### config.mk
export PLATFORM = sky130hd
export DESIGN_NAME = hop_cnt_rr_allocator
export DESIGN_NICKNAME = d
export VERILOG_FILES = /design/src/rtl/hop_cnt_rr_allocator.sv
export SDC_FILE = /design/constraint.sdc
export NUM_CORES = 1
export LEC_CHECK = 0
export ABC_AREA = 1
export BUFFER_PORTS_ARGS = -buffer_cell sky130_fd_sc_hd__buf_2
export CAP_MARGIN = 30
export CORE_MARGIN = 2
export CORE_UTILIZATION = 56
export CTS_CLUSTER_DIAMETER = 60
export CTS_CLUSTER_SIZE = 40
export DETAILED_ROUTE_END_ITERATION = 7
export GPL_ROUTABILITY_DRIVEN = 1
export PLACE_DENSITY = 0.74
export REMOVE_ABC_BUFFERS = 1
export SLEW_MARGIN = 20
export SYNTH_ARGS = -nofsm -noshare
export SYNTH_HDL_FRONTEND = slang
export SYNTH_SLANG_ARGS = --single-unit
### constraint.sdc
create_clock -name clk_i -period 3.61 [get_ports clk_i]
set_input_delay 0.361 -clock clk_i [delete_from_list [all_inputs] [get_ports clk_i]]
set_output_delay 0.361 -clock clk_i [all_outputs]
set_load 0.05 [all_outputs]
### src/rtl/hop_cnt_rr_allocator.sv
// Output-port allocator for one mesh switch output: starved inputs first, then highest hop count, then round-robin.
// Latency: grant registered 1 cycle after arbitration in IDLE; at least 1 idle cycle between packets.
// Backpressure: the grant is held across out_rdy_i low and request bubbles; it is released only on the tail transfer.
module hop_cnt_rr_allocator #(
  parameter int IN_N      = 5,
  parameter int HOP_CNT_W = 3,
  parameter int AGE_W     = 4
) (
  input  logic                         clk_i,
  input  logic                         rst_i,
  input  logic [IN_N-1:0]              req_i,
  input  logic [IN_N*HOP_CNT_W-1:0]    hop_cnt_i,
  input  logic [IN_N-1:0]              tail_i,
  input  logic                         out_rdy_i,
  output logic [IN_N-1:0]              grant_o,
  output logic [$clog2(IN_N)-1:0]      grant_idx_o,
  output logic                         grant_vld_o,
  output logic                         xfer_o,
  output logic                         tie_o
);

  localparam int IDX_W = $clog2(IN_N);
  localparam logic [AGE_W-1:0] AGE_MAX = '1;

  typedef enum logic {IDLE, BUSY} state_e;

  state_e               state_q;
  logic [IN_N-1:0]      grant_q;
  logic [IDX_W-1:0]     grant_idx_q;
  logic                 grant_vld_q;
  logic                 tie_q;
  logic [IDX_W-1:0]     rr_ptr_q;
  logic [AGE_W-1:0]     age_q [IN_N];

  logic [HOP_CNT_W-1:0] max_hop;
  logic [IN_N-1:0]      starved;
  logic [IN_N-1:0]      top_hop;
  logic [IN_N-1:0]      cand;
  logic [IN_N-1:0]      win_oh_d;
  logic [IDX_W-1:0]     win_idx_d;
  logic                 win_found;
  logic                 tie_d;
  logic                 cand_seen;
  logic [IDX_W:0]       scan_sum;
  logic [IDX_W-1:0]     scan_idx;
  logic                 sel_req;
  logic                 sel_tail;

  // Build the candidate set (starved requesters override hop-count priority) and flag ties.
  always_comb begin
    max_hop   = '0;
    starved   = '0;
    top_hop   = '0;
    tie_d     = 1'b0;
    cand_seen = 1'b0;
    for (int k = 0; k < IN_N; k++) begin
      if (req_i[k] && (hop_cnt_i[k*HOP_CNT_W +: HOP_CNT_W] > max_hop)) begin
        max_hop = hop_cnt_i[k*HOP_CNT_W +: HOP_CNT_W];
      end
    end
    for (int k = 0; k < IN_N; k++) begin
      starved[k] = req_i[k] && (age_q[k] == AGE_MAX);
      top_hop[k] = req_i[k] && (hop_cnt_i[k*HOP_CNT_W +: HOP_CNT_W] == max_hop);
    end
    cand = (|starved) ? starved : top_hop;
    for (int k = 0; k < IN_N; k++) begin
      if (cand[k]) begin
        if (cand_seen) tie_d = 1'b1;
        cand_seen = 1'b1;
      end
    end
  end

  // Pick the first candidate at or after the rr pointer; wrap by explicit compare so non-power-of-two IN_N works.
  always_comb begin
    win_oh_d  = '0;
    win_idx_d = '0;
    win_found = 1'b0;
    scan_sum  = '0;
    scan_idx  = '0;
    for (int i = 0; i < IN_N; i++) begin
      scan_sum = {1'b0, rr_ptr_q} + (IDX_W+1)'(i);
      if (scan_sum > (IDX_W+1)'(IN_N-1)) scan_sum = scan_sum - (IDX_W+1)'(IN_N);
      scan_idx = scan_sum[IDX_W-1:0];
      if (!win_found && cand[scan_idx]) begin
        win_found          = 1'b1;
        win_idx_d          = scan_idx;
        win_oh_d[scan_idx] = 1'b1;
      end
    end
  end

  // The one-hot grant selects the granted input's request and tail bits without a variable index.
  always_comb begin
    sel_req  = |(req_i & grant_q);
    sel_tail = |(tail_i & grant_q);
  end

  assign xfer_o      = grant_vld_q & sel_req & out_rdy_i;
  assign grant_o     = grant_q;
  assign grant_idx_o = grant_idx_q;
  assign grant_vld_o = grant_vld_q;
  assign tie_o       = tie_q;

  // Allocation FSM: arbitrate and age in IDLE, hold the grant in BUSY until the tail flit transfers.
  always_ff @(posedge clk_i or posedge rst_i) begin
    if (rst_i) begin
      state_q     <= IDLE;
      grant_q     <= '0;
      grant_idx_q <= '0;
      grant_vld_q <= 1'b0;
      tie_q       <= 1'b0;
      rr_ptr_q    <= '0;
      for (int k = 0; k < IN_N; k++) age_q[k] <= '0;
    end else begin
      tie_q <= 1'b0;
      unique case (state_q)
        IDLE: begin
          if (|req_i) begin
            grant_q     <= win_oh_d;
            grant_idx_q <= win_idx_d;
            grant_vld_q <= 1'b1;
            tie_q       <= tie_d;
            state_q     <= BUSY;
            for (int k = 0; k < IN_N; k++) begin
              if (req_i[k]) begin
                if (win_oh_d[k])             age_q[k] <= '0;
                else if (age_q[k] != AGE_MAX) age_q[k] <= age_q[k] + AGE_W'(1);
              end
            end
          end
        end
        BUSY: begin
          if (xfer_o && sel_tail) begin
            grant_q     <= '0;
            grant_idx_q <= '0;
            grant_vld_q <= 1'b0;
            rr_ptr_q    <= (grant_idx_q == IDX_W'(IN_N-1)) ? '0 : grant_idx_q + IDX_W'(1);
            state_q     <= IDLE;
          end
        end
        default: state_q <= IDLE;
      endcase
    end
  end

endmodule

; ---- After elaboration in Yosys (flattened, before gate mapping)
; Cells that the tools add are included.
; W data, S select, Z words.
[classes]
addsub = 15
mul = 0
div = 0
order_cmp = 20
n_eq_ne = 18
n_shift = 0
n_mux = 82
bitwise = 9
n_reduce_logical = 45
[ops]
columns = op, n
row1 = $mux W3, 18
row2 = $mux W4, 10
row3 = $mux W5, 8
row4 = $mux W1, 32
row5 = $logic_and A1 B1 Y1, 25
row6 = $add A4 B1 Y4 const B, 5
row7 = $eq A4 B4 Y1 const B, 5
row8 = $lt A3 B4 Y1 const B, 5
row9 = $ne A4 B4 Y1 const B, 5
row10 = $or A5 B5 Y5, 4
row11 = $reduce_and A4 Y1, 5
row12 = $reduce_or A5 Y1, 4
row13 = $gt A4 B3 Y1 const B, 4
row14 = $bmux W1 S3, 5
row15 = $demux W1 S3, 5
row16 = $eq A3 B3 Y1, 5
row17 = $ge A3 B1 Y1 const B, 5
row18 = $sub A3 B3 Y3 const B, 5
row19 = $gt A3 B3 Y1, 4
row20 = $and A5 B5 Y5, 2
row21 = $pmux W5 S2, 1
row22 = $reduce_bool A2 Y1, 5
row23 = $add A3 B2 Y4 const B, 2
row24 = $pmux W3 S2, 1
row25 = other kinds (13), 19
[word_totals]
register_bits = 34
latch_bits = 0
ramBits = 0
mem_bits_ro = 0
input_bits = 28
out_inout_bits = 11
wordCells = 200
n_memories = 0

; ---- Logic depth before layout (Yosys ltp)
; Gate-level depths: netlist (run 1).
[depth]
word_depth = 35
depth_mapped = 52
mapped_depth_nobuf = 52

; ---- Worst setup path after synthesis (run 1)
; No wires, ideal clock.
[synth_path]
kind = input to register
from = input hop_cnt_i[2]
to = register age_q[10] (netlist name)
setup_ps = 117
arrival_time_ps = 5401
required_time_ps = 3493
path_slack_ps = -1908
path_stages = 45
path_buffers = 0
cell_sequence = nand2_1 ha_1 a21oi_1 nand2_2 nand2_4 nand2_1 o21ai_1 ha_1 o21ai_0 nand3_2 nand3_4 nand3_1 nand2_1 inv_1 ha_1 nand2_1 o21ai_1 nand2_2 [... 9 more ...] inv_2 nand2_1 a21oi_1 nand2_1 nor2_1 nand2_2 nand2_4 nand2_1 nand2_1 nor2_1 nor2_1 nand2_2 nor2_8 nand2_2 nand4_2 nand2_2 nand2_1 nand2_1
[synth_between]
elab_chain_cells = 35
elab_cells_between_ends = 60
classes_between = 5 x order compare / 5 x eq/ne / 26 x mux / 4 x bitwise / 20 x reduce/logical
[synth_lines]
columns = element, line_no
row1 = start: declaration, 12  ; input logic [IN_N*HOP_CNT_W-1:0] hop_cnt_i,
row2 = $gt A3 B1 Y1, 57  ; if (req_i[k] && (hop_cnt_i[k*HOP_CNT_W +: HOP_CNT_W] > max_hop)) begin
row3 = $logic_and A1 B1 Y1, 57
row4 = $mux W3, 57
row5 = $gt A3 B3 Y1, 57
row6 = $logic_and A1 B1 Y1, 57
row7 = $mux W3, 57
row8 = $gt A3 B3 Y1, 57
row9 = $logic_and A1 B1 Y1, 57
row10 = [... 19 more ...], --
row11 = $logic_not A1 Y1, 85  ; if (!win_found && cand[scan_idx]) begin
row12 = $logic_and A1 B1 Y1, 85
row13 = $mux W1, 85
row14 = $logic_not A1 Y1, 85
row15 = $logic_and A1 B1 Y1, 85
row16 = $mux W5 *, 85
row17 = $reduce_bool A2 Y1 (no source line), --
row18 = $reduce_and A4 Y1 (no source line), --
row19 = end signal: indexed assignment, 127  ; if (win_oh_d[k]) age_q[k] <= '0;
row20 = end: declaration, 33  ; logic [AGE_W-1:0] age_q [IN_N];
; Every way passes the cells marked *; elsewhere a longest branch is shown, timed or not. The select of a mux whose other input is x is not followed.
; A chain may end at the register's enable or synchronous reset.

; ---- Worst setup path in the final report (run 1)
[layout_path]
from = input req_i[0]
to = register age_q[5] (netlist name)
[layout_between]
elab_chain_cells = 34
elab_cells_between_ends = 62
classes_between = 4 x order compare / 5 x eq/ne / 26 x mux / 4 x bitwise / 23 x reduce/logical
[layout_lines]
columns = element, line_no
row1 = start: declaration, 11  ; input logic [IN_N-1:0] req_i,
row2 = $logic_and A1 B1 Y1, 57
row3 = $mux W3, 57
row4 = $gt A3 B3 Y1, 57
row5 = $logic_and A1 B1 Y1, 57
row6 = $mux W3, 57
row7 = $gt A3 B3 Y1, 57
row8 = $logic_and A1 B1 Y1, 57
row9 = $mux W3, 57
row10 = [... 18 more ...], --
row11 = $logic_not A1 Y1, 85
row12 = $logic_and A1 B1 Y1, 85
row13 = $mux W1, 85
row14 = $logic_not A1 Y1, 85
row15 = $logic_and A1 B1 Y1, 85
row16 = $mux W5, 85
row17 = $reduce_bool A2 Y1 (no source line), --
row18 = $reduce_and A4 Y1 (no source line), --
; Parallel ways exist; a longest one is shown, timed or not. The select of a mux whose other input is x is not followed.

==> results summary, run 1 <==
The worst hold margin came out at 0.148 ns. The Yosys step of the flow raised 0 warnings. The hold-fix buffer count after cts came out at 0. The net count of the finished layout is 816. The number of routed nets with antenna violations is 0.

The maximum count of clock buffers along a single path came out at 2. The placed wire-length estimate after detailed placement is 8930 µm. The area fraction in compound gates after synthesis was 0.0900. The overall routed net length came out at 15000 µm. In this design, the stage delay of the slowest critical-path cell is 0.31 ns. Of the total synthesized cell area, the portion taken by full adders, half adders and majority gates is 0.0881. The power per unit of standard cell area came out at 1040 mW/mm². The number of different library cells used by synthesis comes to 45.

For this design, the slowest cell found on the critical path is ha_4. The final total power came out at 6000 µW. Along the worst path, the maximum fanout reaches 6. The area added between synthesis and finish is 44.6%.

The combined global-route utilization of all metal layers is 0.314. The post-detailed-route via-to-cell ratio came out at 5.88. The worst-case register-to-register setup slack came out at 0.18 ns.

The instance count of the mapped netlist is 624. For the worst setup path, the data arrival time is 5.97 ns. The mux cell area share after synthesis came out at 0. The endpoint required time on the critical path is 3.79 ns.

The reported max-cap violation count is 0. The congestion estimate from routability-driven global placement came to 0.916. The area of the multi-input gates came out at 0.00337 mm². The setup clock skew after layout is 0.00681 ns. The library cells used most frequently in the layout, excluding fill and tap cells, are nand2_1, buf_4, inv_1. The cell leakage power is 0.00313 µW.

The placeable core area came out at 0.00683 mm². The combinational family with the most area after synthesis is simple AND/OR/NAND/NOR gates. The share of Yosys cell area claimed by the top area cell type is 0.214. Synthesis inferred 34 register bits. The clock tree from TritonCTS is built. In the final timing run, aggregate negative setup slack is -60.75 ns. Summing all flip-flop and latch instances after layout gives 851 µm². Measured against its own limit, the worst slew margin works out to 0.653. In this run the cell area of the synthesized design comes to 0.00398 mm². The path type of the worst min-delay path is in -> async. The standard-cell row count is 30. Setup repair after global routing could not meet its margin everywhere. The biggest area consumer among synthesized cells is dfrtp_1.

The initial antenna violation count is 0. The run finished, with violations left. The antenna diode count came out at 0. The worst setup path is captured at a register. The floorplan die area is 0.00779 mm².

By area the synthesized netlist is led by dfrtp_1, nand2_1, ha_1, inv_1, nand3_1. The wire length of the first global-routing pass came out at 19300 µm. The number of clock sinks is 34. The later pin in the worst-skew pair is clocked with a latency of 0.29 ns. The timing-limited maximum frequency came out at 0.173 GHz.

The number of enable-type register cells in the synthesized netlist came out at 0. The global-route congestion overflow total is 0. The transition time of the tightest slew-check pin is 0.515 ns. The XOR/XNOR share of the synthesized area came out at 0.0396. A synthesized cell averages 6.37 µm².

Measured along the x axis, the die boundary spans 88.3 µm. The share of layout cells above drive strength 1 came out at 0.404. The worst-case vdd ir drop is 0.593 mV. The share of the core filled with cells in the final layout is 0.842. Entering global routing, the biggest net connects 35 pins. The via count of the first global-routing pass came to 4236.

The proportion of synthesized flip-flops having asynchronous set or reset is 1.00. In this design, the critical path's most frequently occurring cell is nand2_4. After layout, the worst setup slack is -2.17 ns. Buffers inserted during clock tree synthesis total 5. The share of the Yosys chip area taken by registers is 0.214. The number of cells on the worst reg-to-reg path is 23. The count of buffers from port buffering came out at 38. The final reports fail on negative setup slack. Among all flip-flop cells after synthesis, the most frequent one is dfrtp_1. The violation count after the first detailed-route iteration is 468. The layout filler cell count came out at 431. The first detailed-routing pass ran for 5 iterations. Setup violations remaining at the end of the flow were counted as 29.

After layout, the minimum clock period comes to 5.78 ns. The final hold violation count came to 0. In this run the vertical extent of the chip is 88.3 µm. In this run the clock root is driven by a clkbuf_8.

The routed layout has 5036 vias. Of the available clock period, the critical path in the final layout requires 1.60. The mean routed wirelength per cell is 17.5 µm. The initial standard-cell utilization of the core is 0.582.

STA classifies the critical path startpoint as a primary input. The clock-pin slew of the registers on the worst-case setup and hold paths is 0.07 ns. The number of top-level pins is 39. The minimum setup slack after placement came out at -2.37 ns. The detailed-route DRC error count came out at 0. The library cell used most frequently in the layout, excluding fill and tap cells, is nand2_1. The kind of critical path is in -> reg. The simple logic cell fraction of the synthesized area came out at 0.474. The final max-slew violation count is 0.

The H-tree was split into 2 levels.
==> power by group <==
group / internal, µW / leakage (µW) / switching [µW]
Sequential: 496 / 0.000440 / 114
Clock: 221 / 0.0000573 / 139
Combinational: 1710 / 0.00263 / 3320
Total: 2430 / 0.00313 / 3570
==> state kept, by name (all words and copies together), names as in the netlist <==
signal,cells
grant_idx_o,3
tie_o,1
grant_o,5
grant_vld_o,1
state_q,1
rr_ptr_q,3
age_q,20
==> worst max-delay path: cells and delay by family <==
kind | cells | cell delay [ns]
fa+ha+maj | 4 | 1.07
compound gates | 5 | 0.67
simple gates | 33 | 3.54
buf+inv | 4 | 0.31
==> worst paths after layout <==
check,startpoint,end
max,req_i[0],age_q[5]
min in group clk_i,age_q[5],age_q[5]
max reg2reg,age_q[16],age_q[5]
max in group asynchronous,rst_i,age_q[17]
min,rst_i,grant_o[1]
min reg2reg,age_q[5],age_q[5]
==> cell type report <==
class                           count  share of cell area
Timing Repair Buffer              130               0.161
Tap cell                           96              0.0209
Multi-Input combinational cell    492               0.585
Inverter                           97              0.0655
Clock inverter                      1             0.00522
Clock buffer                        6              0.0144
Sequential cell                    34               0.148
==> Yosys cell counts (8+ instances only) <==
library cell / count
nand2_1: 176
inv_1: 85
nor2_1: 74
nand3_1: 62
dfrtp_1: 34
ha_1: 28
nand2_2: 20
a21oi_1: 19
o21ai_0: 16
xor2_1: 15
nand3_2: 13
nand4_1: 12
inv_2: 8
==> metal layers <==
layer / part of all wire / vias to the layer above / track usage
met1: 0.38 / 2265 / 0.407
met3: 0.090 / 116 / 0.0354
met2: 0.47 / 379 / 0.547
li1: - / 2276 / -
met5: 0 / - / 0
met4: 0.065 / 0 / 0.102
==> per-stage QoR <==
stage,cell area (µm²),std cells
2_1_floorplan,3970,622
3_3_place_gp,4780,823
3_5_place_dp,4780,823
4_1_cts,5350,847
5_1_grt,5750,856
6_report,5750,856
==> kinds of logic after synthesis <==
family,Yosys count
xor+xnor,18
fa+ha+maj,28
simple gates,386
flops,34
buf+inv,99
compound gates,59
==> repair_timing <==
action | 4_1_cts | 5_1_grt
setup buffers | 16 | 9
pin swaps | 39 | 49
setup endpoints to repair | 29 | 29
gates resized for setup | 78 | 83
gates cloned | 1 | 0
No activity file was read; power rests on OpenSTA's default activity.
==> inputs of run 2 (changes only) <==
Settings changed: CTS_BUF_LIST set to sky130_fd_sc_hd__clkbuf_4.
Clock period 3.61 ns to 6.45 ns, I/O delays scaled along.
==> run 2 against run 1 <==
Net effect: the run now ends clean; critical path depth stayed put; via count is 17% lower; routed wire length is 32% lower; critical endpoint is now age_q[12]; highest routed layer unchanged.
==> results summary, run 2 (synthesis gave the netlist of run 1 again) <==
Result of the run: complete, no violations (was complete, but fails checks). The mean routed wirelength per cell came out at 13.2 µm (was 17.5 µm). The number of top-level pins is 39 (unchanged). The maximum count of clock buffers along a single path was 2 (unchanged). The cell class contributing the biggest share of worst-path delay is simple AND/OR/NAND/NOR gates (unchanged). The standard-cell row count came out at 30 (unchanged). The path type of the worst min-delay path is in -> async (unchanged).

The placed wire-length estimate after detailed placement is 8300 µm (was 8930 µm). The smallest setup slack after layout is 0.500 ns (was -2.17 ns). The longest individual stage delay on the worst path came out at 0.32 ns (was 0.31 ns). The height of the chip came out at 88.3 µm (unchanged). The worst-case vdd ir drop is 0.301 mV (was 0.593 mV). The count of buffers from port buffering came to 38 (unchanged). The total number of nets in the final design is 730 (was 816). The overall routed net length came out at 10100 µm (was 15000 µm). The endpoint kind of the worst setup timing path is a register (unchanged). The number of setup violations in the final report was 0 (was 29). The post-detailed-route via-to-cell ratio came out at 5.41 (was 5.88).

The minimum setup slack after placement came to -0.0830 ns (was -2.37 ns). The number of routed nets with antenna violations is 0 (unchanged). The via total after detailed routing came out at 4173 (was 5036). The floorplan die width came out at 88.3 µm (unchanged).

The placeable core area came to 0.00683 mm² (unchanged). The final total power is 2510 µW (was 6000 µW). The violation count after the first detailed-route iteration was 238 (was 468).

The register bank with the most flops is age_q (unchanged). The met2 demand-to-capacity share in global routing is 0.466 (was 0.547). The cell leakage power is 0.00254 µW (was 0.00313 µW). The TritonCTS buffer count is 5 (unchanged). The number of clock sinks is 34 (unchanged). The most common cell after layout, fill and taps aside is nand2_1 (unchanged). The global routing met3 resource utilization is 0.0252 (was 0.0354). Derived from the worst setup path, the maximum achievable clock frequency is 0.168 GHz. The initial standard-cell utilization of the core came out at 0.582 (unchanged).

The met1 track demand over resource is 0.382 (was 0.407). The share of layout cells above drive strength 1 is 0.185 (was 0.404). The layout filler cell count is 684 (was 431). The wire length of the first global-routing pass came out at 17200 µm (was 19300 µm).

The slowest library cell on the worst path is ha_1 (was ha_4). The number of buffers and inverters on the critical path is 4 (unchanged). The clock-pin slew of the registers on the worst-case setup and hold paths came to 0.10 ns (was 0.07 ns). The number of iterations in the first detailed-routing pass was 5 (unchanged).

The area of the multi-input gates came out at 0.00278 mm² (was 0.00337 mm²). The area taken by flip-flops and latches is 851 µm² (unchanged). The clock tree from TritonCTS was built (unchanged).

The maximum fanout along the worst path was 10 (was 6). The clock latency of the later-clocked register in the worst-skew pair came out at 0.34 ns (was 0.29 ns). The clock root buffer was clkbuf_4 (was clkbuf_8).

The reported max-cap violation count is 0 (unchanged). The antenna diode count is 0 (unchanged). The via count of the first global-routing pass is 3855 (was 4236). The combined global-route utilization of all metal layers is 0.276 (was 0.314). The final hold violation count was 0 (unchanged). The most used routing layer is met2 (unchanged).

Commonest cells after routing, fill and taps aside: nand2_1, inv_1, nor2_1 (was nand2_1, buf_4, inv_1). The setup clock skew after layout is 0.00694 ns (was 0.00681 ns). The critical path's most frequent cell is nand2_1 (was nand2_4).

The transition time of the tightest slew-check pin came out at 0.577 ns (was 0.515 ns). The maximum number of pins on one net before global-route repair is 35 (unchanged). The time the final worst path needs with I/O delays and setup came out at 5.95 ns.

The number of flip-flops in the largest register came out at 20 (unchanged). The endpoint required time on the critical path came out at 6.69 ns (was 3.79 ns). The power per unit of standard cell area is 567 mW/mm² (was 1040 mW/mm²).

The detailed-route DRC error count was 0 (unchanged). The kind of critical path is in -> reg (unchanged). The data arrival time of the critical path is 6.19 ns (was 5.97 ns). The initial antenna violation count came out at 0 (unchanged). Dividing the final minimum period by the clock period gives 0.922.

The floorplan die area is 0.00779 mm² (unchanged). The H-tree level count was 2 (unchanged). The final max-slew violation count is 0 (unchanged).

The kind of start point of the critical path is a primary input (unchanged). The area added between synthesis and finish is 11.2% (was 44.6%). The global-route congestion overflow total came out at 0 (unchanged). The worst max-slew margin expressed relative to the limit was 0.614 (was 0.653). The placer congestion estimate is 0.929 (was 0.916).
run 2: cell count changes in the layout (fill, tap and decap cells not counted), moves of 9 or more:
cell,change
nand2_2,-27
nor2_1,+9
buf_4,-83
nand2_1,+44
nand2_4,-16
run 2: what timing repair did:
action / in CTS / in global routing
hold buffers: 0 / 0
endpoints found under the setup margin: 0 / 28
buffers inserted: 0 / 3
resized for setup: 0 / 10
run 2: report_power, final:
group	total (µW)	switching, µW	internal, µW
clock network	117	71.8	45.1
registers	360	83.4	277
logic	2030	1380	649
run 2: routing by layer:
| metal | up-vias | share of wire |
|---|---|---|
| met2 | 145 | 0.47 |
| met3 | 15 | 0.057 |
| met4 | 0 | 0.013 |
| met5 | - | 0 |
| li1 | 2103 | - |
| met1 | 1910 | 0.46 |
run 2: path summary, 6_finish.rpt:
kind | from | endpoint | slack (ns) | cells after the start
hold / removal | rst_i | age_q[17] | 0.38 | 3
setup reg to reg | rr_ptr_q[0] | age_q[11] | 2.48 | 19
max in group asynchronous | rst_i | age_q[10] | 5.76 | 3
setup / recovery | req_i[0] | age_q[12] | 0.50 | 46
hold reg to reg | grant_vld_o | grant_vld_o | 0.51 | 2
min in group clk_i | grant_vld_o | grant_vld_o | 0.51 | 2
run 2: final cells by class:
cell class	instances	share of cell area
Clock buffer	6	0.0102
Clock inverter	2	0.00198
Inverter	97	0.0829
Multi-Input combinational cell	491	0.628
Sequential cell	34	0.192
Tap cell	96	0.0271
Timing Repair Buffer	45	0.0577
run 2: tightest hold or removal path: cells and delay by family:
kind	cells	cell delay [ns]
buf+inv	3	0.51
run 2: metrics by stage:
step | hold WS (ns) | cell area, µm² | instances | util | TNS, ns
2_1_floorplan | 0.468 | 3970 | 622 | - | 0
3_3_place_gp | 0.484 | 4310 | 760 | 0.631 | 0
3_5_place_dp | 0.481 | 4310 | 760 | 0.631 | -0.217
4_1_cts | 0.383 | 4360 | 768 | 0.639 | 0
5_1_grt | 0.402 | 4420 | 771 | 0.648 | -0.121
6_report | 0.381 | 4420 | 771 | 0.648 | 0
==> inputs of run 3 (changes only) <==
Clock period 6.45 ns to 7.1 ns, I/O delays scaled along.
==> run 3 against run 2 <==
Net effect: highest routed layer unchanged; sequential share of layout area grew 0.26 points; die area is the same; worst hold slack improved by 0.063 ns; clock skew up 0.0053 ns.
==> results summary, run 3 (synthesis gave the netlist of run 1 again) <==
The kind of start point of the critical path is a primary input (unchanged). The most common cell after layout, fill and taps aside is nand2_1 (unchanged). The cell class contributing the biggest share of worst-path delay is simple AND/OR/NAND/NOR gates (unchanged). The data arrival time of the critical path is 6.81 ns (was 6.19 ns). The maximum number of pins on one net before global-route repair is 35 (unchanged). Setup repair after global routing left no endpoint under its margin. The maximum count of clock buffers along a single path came out at 2 (unchanged).

The clock latency of the later-clocked register in the worst-skew pair is 0.34 ns (about the same). The detailed-route DRC error count was 0 (unchanged). The TritonCTS buffer count came to 5 (unchanged).

The placed wire-length estimate after detailed placement was 8330 µm (was 8300 µm). The via count of the first global-routing pass is 3820 (was 3855). The violation count after the first detailed-route iteration was 255 (was 238).

The final max-slew violation count is 0 (unchanged). The endpoint kind of the worst setup timing path was a register (unchanged). The maximum fanout along the worst path is 10 (unchanged). The worst-case vdd ir drop came to 0.270 mV (was 0.301 mV). The clock root buffer is clkbuf_4 (unchanged).

The longest individual stage delay on the worst path came out at 0.35 ns (was 0.32 ns). The height of the chip came out at 88.3 µm (unchanged). The worst path in the final design needs a cycle of 6.57 ns, including I/O delays and setup. The wire length of the first global-routing pass came out at 17000 µm (was 17200 µm). The share of layout cells above drive strength 1 came out at 0.173 (was 0.185). The register bank with the most flops is age_q (unchanged). The path type of the worst min-delay path is in -> async (unchanged).

The final cell area excluding filler cells came out at 0.00437 mm² (was 0.00442 mm²). The antenna diode count came out at 0 (unchanged). The number of flip-flops in the largest register was 20 (unchanged). The H-tree level count is 2 (unchanged).

The overall routed net length is 10200 µm (was 10100 µm). The number of buffers and inverters on the critical path came out at 4 (unchanged). The floorplan die width came out at 88.3 µm (unchanged). The via total after detailed routing was 4111 (was 4173). The total number of nets in the final design is 727 (was 730).

The count of buffers from port buffering came out at 38 (unchanged). The standard-cell row count came out at 30 (unchanged). The fraction of the cycle the final worst path needs came out at 0.925. The area added between synthesis and finish is 9.75% (was 11.2%).

The cell leakage power was 0.00251 µW (was 0.00254 µW). The hold-fix buffer count after cts is 0 (unchanged). The power per unit of standard cell area came out at 510 mW/mm² (was 567 mW/mm²).

The number of setup violations in the final report came out at 0 (unchanged). The reported max-cap violation count came out at 0 (unchanged). The transition time of the tightest slew-check pin came to 0.590 ns (was 0.577 ns). The instance area after placement came out at 0.00429 mm² (was 0.00431 mm²). The endpoint required time on the critical path is 7.34 ns (was 6.69 ns). Result of the run: complete, no violations (unchanged).

The timing-limited maximum frequency is 0.152 GHz. The number of iterations in the first detailed-routing pass is 6 (was 5). The number of clock sinks came out at 34 (unchanged). The final instance count without filler cells came out at 767 (was 771).

The post-detailed-route via-to-cell ratio came to 5.36 (was 5.41). The floorplan die area came out at 0.00779 mm² (unchanged). The final total power came out at 2230 µW (was 2510 µW).

The initial standard-cell utilization of the core is 0.582 (unchanged). The final hold violation count is 0 (unchanged). The setup clock skew after layout came out at 0.0122 ns (was 0.00694 ns). The sum of negative setup slack is 0 ns (unchanged). The clock tree from TritonCTS was built (unchanged). The kind of critical path is in -> reg (unchanged). The mean routed wirelength per cell is 13.3 µm (was 13.2 µm).

The combined global-route utilization of all metal layers came out at 0.272 (was 0.276). The initial antenna violation count came to 0 (unchanged). The number of routed nets with antenna violations came out at 0 (unchanged). The critical path's most frequent cell was nand2_1 (unchanged). The clock-pin slew of the registers on the worst-case setup and hold paths is 0.10 ns (about the same). The worst max-slew margin expressed relative to the limit is 0.605 (was 0.614). The global-route congestion overflow total is 0 (unchanged). The cell count after placement came out at 757 (was 760). The placeable core area was 0.00683 mm² (unchanged). Commonest cells after routing, fill and taps aside: nand2_1, inv_1, nor2_1 (unchanged). The slowest library cell on the worst path is ha_1 (unchanged). The placer congestion estimate is 0.968 (was 0.929). The number of top-level pins came to 39 (unchanged).
-- run 3: routing by layer --
layer  routed length [µm]  up-vias  track usage
met5                    0        -            0
met4                  136        0       0.0634
met3                  457       14       0.0224
met2                 4870      104        0.474
met1                 4710     1898        0.367
li1                     -     2095            -
-- run 3: path summary, 6_finish.rpt --
kind | to | slack, ns | start | cells past startpoint
worst max register to register | age_q[6] | 3.11 | rr_ptr_q[0] | 19
min in group clk_i | age_q[9] | 0.51 | age_q[9] | 2
max in group asynchronous | age_q[8] | 6.33 | rst_i | 3
worst min-delay path | grant_vld_o | 0.44 | rst_i | 3
worst max-delay path | age_q[15] | 0.53 | req_i[0] | 44
worst min register to register | age_q[9] | 0.51 | age_q[9] | 2
-- run 3: worst min-delay path, cell delays in order --
cell	delay [ns]
buf_2	0.10
inv_1	0.04
buf_4	0.38
-- run 3: cell type report --
cell class | count | area (µm²)
multi-input combinational | 491 | 2760
fill | 684 | 2470
sequential | 34 | 851
inverter | 97 | 367
timing repair buffer | 42 | 220
tap | 96 | 120
clock buffer | 7 | 52.6
-- run 3: report_power, final --
group / switching (µW) / internal, µW / total (µW) / leakage [µW]
clock: 61.8 / 45.0 / 107 / 0.0000322
sequential: 74.0 / 252 / 326 / 0.000440
combinational: 1230 / 568 / 1790 / 0.00204
total: 1360 / 865 / 2230 / 0.00251
-- run 3: through the flow --
stage	worst slack [ns]	util	hold slack (ns)
2_1_floorplan	1.23	-	0.468
3_3_place_gp	0.536	0.627	0.486
3_5_place_dp	0.122	0.627	0.487
4_1_cts	0.480	0.635	0.462
5_1_grt	0.00246	0.639	0.493
6_report	0.534	0.639	0.444
-- run 3: what timing repair did --
| action | 4_1_cts | 5_1_grt |
|---|---|---|
| endpoints found under the setup margin | 0 | 28 |
| buffers inserted | 0 | 3 |
| gates resized for setup | 0 | 1 |
